File: src/rtl/crc_stream_engine.sv
// Multi-channel streaming CRC engine: input FIFO, byte-per-cycle CRC update,
// per-channel contexts (init/poly/ctrl/running CRC) and a valid/ready result port.
module crc_stream_engine #(
    parameter int unsigned DATA_WIDTH = 32,
    parameter int unsigned FIFO_DEPTH = 4,
    parameter int unsigned NUM_CH     = 2,
    localparam int unsigned NB = DATA_WIDTH / 8,
    localparam int unsigned CW = (NUM_CH > 1) ? $clog2(NUM_CH) : 1,
    localparam int unsigned BW = (NB > 1) ? $clog2(NB) : 1
) (
    input  logic                  clk,
    input  logic                  rst_n,
    input  logic                  cfg_we,
    input  logic [CW-1:0]         cfg_ch,
    input  logic [1:0]            cfg_addr,
    input  logic [31:0]           cfg_wdata,
    output logic                  cfg_err,
    input  logic                  s_valid,
    output logic                  s_ready,
    input  logic [CW-1:0]         s_ch,
    input  logic [DATA_WIDTH-1:0] s_data,
    input  logic [BW-1:0]         s_bytes,
    input  logic                  s_first,
    input  logic                  s_last,
    output logic                  m_valid,
    input  logic                  m_ready,
    output logic [CW-1:0]         m_ch,
    output logic [31:0]           m_crc,
    input  logic [CW-1:0]         rd_ch,
    output logic [31:0]           rd_crc,
    output logic                  busy
);
    localparam int unsigned PW = $clog2(FIFO_DEPTH);

    typedef struct packed {
        logic [CW-1:0]         ch;
        logic [DATA_WIDTH-1:0] data;
        logic [BW-1:0]         bytes;
        logic                  first;
        logic                  last;
    } word_t;

    typedef enum logic [1:0] {IDLE, PROC, DONE} state_t;

    // Active-width mask selected by CTRL[1:0]
    function automatic logic [31:0] size_mask(input logic [1:0] sz);
        logic [31:0] m;
        case (sz)
            2'b00:   m = 32'hFFFF_FFFF;
            2'b01:   m = 32'h0000_FFFF;
            2'b10:   m = 32'h0000_00FF;
            default: m = 32'h0000_007F;
        endcase
        return m;
    endfunction

    function automatic logic [31:0] crc_byte(input logic [31:0] crc, input logic [7:0] din,
                                             input logic [31:0] poly, input logic [3:0] ctrl);
        logic [31:0] mask;
        logic [31:0] top;
        logic [31:0] c;
        logic [7:0]  d;
        logic        fb;
        mask = size_mask(ctrl[1:0]);
        top  = mask ^ (mask >> 1);
        for (int i = 0; i < 8; i++) d[i] = ctrl[2] ? din[7-i] : din[i];
        c = crc & mask;
        for (int i = 7; i >= 0; i--) begin
            fb = ((c & top) != 32'd0) ^ d[i];
            c  = (c << 1) & mask;
            if (fb) c = c ^ (poly & mask);
        end
        return c;
    endfunction

    // Optional reflection of the low W bits of the result
    function automatic logic [31:0] out_xform(input logic [31:0] c, input logic [3:0] ctrl);
        logic [31:0] r;
        logic [31:0] res;
        for (int i = 0; i < 32; i++) r[i] = c[31-i];
        case (ctrl[1:0])
            2'b00:   res = r;
            2'b01:   res = r >> 16;
            2'b10:   res = r >> 24;
            default: res = r >> 25;
        endcase
        return ctrl[3] ? res : c;
    endfunction

    state_t        state, state_d;
    word_t         mem [FIFO_DEPTH];
    word_t         in_word;
    word_t         w;
    logic [BW-1:0] w_idx;
    logic [PW-1:0] wr_ptr, rd_ptr;
    logic [PW:0]   count;
    logic          full, empty, push, pop, last_byte;
    logic          crc_step, cfg_block, cfg_ok;
    logic [31:0]   seed, crc_nxt, ctx_init, ctx_crc, ctx_poly;
    logic [3:0]    ctx_ctrl;
    logic [7:0]    cur_byte;

    logic [31:0] init_q [NUM_CH];
    logic [31:0] poly_q [NUM_CH];
    logic [3:0]  ctrl_q [NUM_CH];
    logic [31:0] crc_q  [NUM_CH];

    assign full      = (count == (PW+1)'(FIFO_DEPTH));
    assign empty     = (count == '0);
    assign push      = s_valid && !full;
    assign s_ready   = !full;
    assign busy      = (state != IDLE) || !empty;
    assign last_byte = (w_idx == w.bytes);
    assign cfg_block = (state != IDLE) && (cfg_ch == w.ch);
    assign cfg_ok    = cfg_we && !cfg_block && (32'(cfg_ch) < NUM_CH);

    always_comb begin
        in_word       = '0;
        in_word.ch    = s_ch;
        in_word.data  = s_data;
        in_word.bytes = (NB == 1) ? '0 : s_bytes;
        in_word.first = s_first;
        in_word.last  = s_last;
    end

    // Input FIFO; a full FIFO refuses pushes even when popping the same cycle
    always_ff @(posedge clk or negedge rst_n) begin
        if (!rst_n) begin
            wr_ptr <= '0;
            rd_ptr <= '0;
            count  <= '0;
        end else begin
            if (push) wr_ptr <= wr_ptr + 1'b1;
            if (pop)  rd_ptr <= rd_ptr + 1'b1;
            count <= count + (PW+1)'(push) - (PW+1)'(pop);
        end
    end

    always_ff @(posedge clk) begin
        if (push) mem[wr_ptr] <= in_word;
    end

    always_ff @(posedge clk or negedge rst_n) begin
        if (!rst_n) state <= IDLE;
        else        state <= state_d;
    end

    always_comb begin
        state_d = state;
        pop     = 1'b0;
        case (state)
            IDLE: begin
                if (!empty) begin
                    pop     = 1'b1;
                    state_d = PROC;
                end
            end
            PROC: begin
                if (last_byte) begin
                    if (w.last)      state_d = DONE;
                    else if (!empty) pop     = 1'b1;
                    else             state_d = IDLE;
                end
            end
            DONE: begin
                if (m_ready) begin
                    if (!empty) begin
                        pop     = 1'b1;
                        state_d = PROC;
                    end else begin
                        state_d = IDLE;
                    end
                end
            end
            default: state_d = IDLE;
        endcase
    end

    // Datapath for the byte currently in the working register
    always_comb begin
        ctx_init = '0;
        ctx_crc  = '0;
        ctx_poly = '0;
        ctx_ctrl = '0;
        for (int c = 0; c < NUM_CH; c++) begin
            if (w.ch == CW'(c)) begin
                ctx_init = init_q[c];
                ctx_crc  = crc_q[c];
                ctx_poly = poly_q[c];
                ctx_ctrl = ctrl_q[c];
            end
        end
        crc_step = (state == PROC);
        cur_byte = w.data[{w_idx, 3'b000} +: 8];
        seed     = (w.first && (w_idx == '0)) ? ctx_init : ctx_crc;
        crc_nxt  = crc_byte(seed, cur_byte, ctx_poly, ctx_ctrl);
    end

    always_comb begin
        rd_crc = '0;
        for (int c = 0; c < NUM_CH; c++) begin
            if (rd_ch == CW'(c)) rd_crc = crc_q[c];
        end
    end

    always_ff @(posedge clk or negedge rst_n) begin
        if (!rst_n) begin
            w     <= '0;
            w_idx <= '0;
        end else if (pop) begin
            w     <= mem[rd_ptr];
            w_idx <= '0;
        end else if (crc_step && !last_byte) begin
            w_idx <= w_idx + 1'b1;
        end
    end

    // Channel contexts; the working channel is never a config target while busy
    always_ff @(posedge clk or negedge rst_n) begin
        if (!rst_n) begin
            for (int c = 0; c < NUM_CH; c++) begin
                init_q[c] <= 32'hFFFF_FFFF;
                poly_q[c] <= 32'h04C1_1DB7;
                ctrl_q[c] <= 4'h0;
                crc_q[c]  <= 32'hFFFF_FFFF;
            end
        end else begin
            for (int c = 0; c < NUM_CH; c++) begin
                if (crc_step && (w.ch == CW'(c))) crc_q[c] <= crc_nxt;
                if (cfg_ok && (cfg_ch == CW'(c))) begin
                    case (cfg_addr)
                        2'd0: init_q[c] <= cfg_wdata & size_mask(ctrl_q[c][1:0]);
                        2'd1: poly_q[c] <= cfg_wdata & size_mask(ctrl_q[c][1:0]);
                        2'd2: begin
                            ctrl_q[c] <= cfg_wdata[3:0];
                            if (cfg_wdata[4]) crc_q[c] <= init_q[c];
                        end
                        default: ;
                    endcase
                end
            end
        end
    end

    always_ff @(posedge clk or negedge rst_n) begin
        if (!rst_n) begin
            m_valid <= 1'b0;
            m_ch    <= '0;
            m_crc   <= '0;
            cfg_err <= 1'b0;
        end else begin
            cfg_err <= cfg_we && cfg_block;
            m_valid <= (state_d == DONE);
            if (crc_step && last_byte && w.last) begin
                m_ch  <= w.ch;
                m_crc <= out_xform(crc_nxt, ctx_ctrl);
            end
        end
    end

endmodule
File: config.mk
export PLATFORM = sky130hd
export DESIGN_NAME = crc_stream_engine
export DESIGN_NICKNAME = d
export VERILOG_FILES = /design/src/rtl/crc_stream_engine.sv
export SDC_FILE = /design/constraint.sdc
export NUM_CORES = 1
export LEC_CHECK = 0
export ABC_CLOCK_PERIOD_IN_PS = 10400
export CORE_ASPECT_RATIO = 0.8
export CORE_MARGIN = 5
export CORE_UTILIZATION = 55
export DETAILED_ROUTE_END_ITERATION = 6
export GPL_ROUTABILITY_DRIVEN = 0
export HOLD_SLACK_MARGIN = 0.03
export PLACE_DENSITY = 0.78
export SLEW_MARGIN = 15
export SYNTH_ARGS = -nofsm -noshare
export SYNTH_HDL_FRONTEND = slang
export SYNTH_SLANG_ARGS = --single-unit
File: constraint.sdc
create_clock -name clk -period 10.4 [get_ports clk]
set_clock_uncertainty 0.1 [all_clocks]
set_input_delay 2.08 -clock clk [delete_from_list [all_inputs] [get_ports clk]]
set_output_delay 2.08 -clock clk [all_outputs]
set_load 0.005 [all_outputs]
==> run metrics <==
status=complete, no violations; Nets=2480; worst min path class=register to register; fraction of layout cells with a size suffix above 1=0.241; number of max-slew violations in the final report=0; Synth Area per Inst=between 10 and 15 um2; # IOs=147; Synth Register Bits=between 400 and 500; Filler cells=3161; DP HPWL=slightly above 50000 um; Period Utilization, post-route=0.974; Yosys cell types=67; largest area contributor in the netlist=edfxtp_1; minimum clock period=between 10000 and 15000 ps; Post-synth top flop=dfstp_2; Commonest cells post-synth=nor2_1, nand2_1, xnor2_1, dfstp_2, edfxtp_1; GRT overflow=0; Clock Tree Buf Depth=3; synth top area cells=edfxtp_1, dfstp_2, dfrtp_1, xnor2_1, mux4_2; Synth warnings=0; EDFF count, synth=148; sequential cell area=11700 um2; CTS tree=done; clk root buf=clkbuf_16; fin cells=around 3000; Mapped Cells=between 2000 and 2500; final WL=around 73000 um; Setup crit end kind=register; Synth-to-Final Area Change=17.0%; cell with the most instances after synthesis=nor2_1; ANT nets after route=0; critical path's slowest cell=a2111o_1; Worst path max stage delay=460 ps; Num CTS Buffers=43; Synth top area share=0.186; critical path type=register to register; RSZ-0062 raised after global routing=yes; sequential share of the synthesized area=0.490; Post-synth ARST share=0.657; CP Launch Type=register; CTS clock-pin slew for the worst setup and hold paths=60 ps; Via Count=~19000; wire per inst=between 20 and 25 um; Inst Count DP=between 2000 and 3000; initial antenna violation count=2; gr usage total=0.300; vias in the first global route=approximately 18000; Placement Rows=68; clock sinks=431; crit path DAT=10510 ps; PortBufs=about 150; initial DRC count=2449; final hold vios=0; final setup vio count=0; f_max=between 90 and 100 MHz; Die Height=197 um; Worst EP required=10780 ps; Slew HR=0.0834; Die ar.=about 48000 um2; die width=between 200 and 250 um; first-pass GRT wire length=111000 um; H-Tree Depth=2; Slew @ Worst Pin=roughly 1300 ps; area of the mapped netlist=roughly 24000 um2; multi-input logic area=12000 um2; core area=between 40000 and 50000 um2; post-synth net total=about 2300; Worst-Skew Late Latency=600 ps; total of max-cap violations=0; crit path max fanout=8; antenna fix cells=0; starting density of the core=0.556; routed via count divided by cell count=6.32; largest net degree at the start of global routing=between 100 and 150; drt pass-1 iters=6; DRC viols=0; Crit path top cell by count=buf_4
==> state kept, by name, summed over array words and instances, names as in the netlist <==
register  cells
mem         148
w_idx         2
poly_q       64
w            37
rd_ptr        2
count         3
m_valid       1
state         2
crc_q        64
m_ch          1
ctrl_q        8
m_crc        32
cfg_err       1
init_q       64
wr_ptr        2
==> cells by family (layout without fill, tap and decap cells) <==
group,Yosys count,count (layout),synth area share
fa+ha+maj,8,8,0.00450
xor+xnor,241,243,0.0906
compound gates,340,340,0.0864
buf+inv,146,332,0.0238
flops,431,431,0.490
mux,290,290,0.168
simple gates,784,784,0.137
==> final timing paths <==
kind	from	to	slack [ps]	cells after the start
worst max-delay path	w_idx[0]$_DFFE_PN0P_	m_crc[0]$_DFFE_PN0P_	270	42
worst min-delay path	m_crc[31]$_DFFE_PN0P_	m_crc[31]$_DFFE_PN0P_	360	2
worst max register to register	w_idx[0]$_DFFE_PN0P_	m_crc[0]$_DFFE_PN0P_	270	42
worst min register to register	m_crc[31]$_DFFE_PN0P_	m_crc[31]$_DFFE_PN0P_	360	2
max in group asynchronous	rst_n	poly_q[30]$_DFFE_PN0P_	7320	2
min in group asynchronous	rst_n	w[8]$_DFFE_PN0P_	1500	1
==> critical path, delay by kind of cell, from the launching register on <==
family,cells,cell delay [ps]
AO/OA/AOI/OAI,12,3420
XOR/XNOR,6,1110
adder cells (fa/ha/maj),1,180
buffers and inverters,11,1930
flip-flops,1,370
multiplexers,9,2410
AND/OR/NAND/NOR,3,510
==> routing by layer <==
metal | GRT usage | share of wire | wire, um
met1 | 0.432 | 0.40 | 29200
met2 | 0.427 | 0.42 | 31000
met3 | 0.120 | 0.15 | 11200
met4 | 0.0828 | 0.028 | 2090
met5 | 0 | 0.00029 | 21
==> cell type report <==
cell class | count | area share
clock buffer | 57 | 0.0424
clock inverter | 22 | 0.00675
inverter | 11 | 0.00147
multi-input combinational | 1665 | 0.427
sequential | 431 | 0.419
tap | 560 | 0.0250
timing repair buffer | 242 | 0.0788
==> through the flow <==
step                setup TNS [ps]  instance area [um2]   util  hold slack [ps]  setup WS, ps
floorplan                        0                23900      -              344           391
global placement              -784                26200  0.609              358          -151
detailed placement          -36440                26200  0.609              358          -672
CTS                              0                27700  0.643              371          89.9
global route                  -363                28000  0.650              380         -59.3
finish                           0                28000  0.650              364           269
==> cell usage in the layout (no fill, tap or decap), types with 33 or more instances in the layout <==
| cell type | instances |
|---|---|
| nor2_1 | 324 |
| xnor2_1 | 189 |
| mux2_2 | 116 |
| nor3_1 | 48 |
| dfrtp_1 | 125 |
| clkbuf_16 | 43 |
| mux2i_1 | 79 |
| o21ai_0 | 139 |
| clkdlybuf4s50_1 | 144 |
| mux4_2 | 77 |
| nand2_1 | 296 |
| edfxtp_1 | 148 |
| dfstp_2 | 156 |
| buf_4 | 92 |
| a21oi_1 | 86 |
| xor2_1 | 33 |
==> timing repair <==
item / CTS / global route
setup buffers: 7 / 10
hold buffers: 0 / 0
endpoints found under the setup margin: 96 / 96
pin swaps: 5 / 9
resized for setup: 3 / 36
cloned: 1 / 1
Power is not shown: default switching activity piles up to over one toggle a cycle in this logic, so the estimate is an artifact.
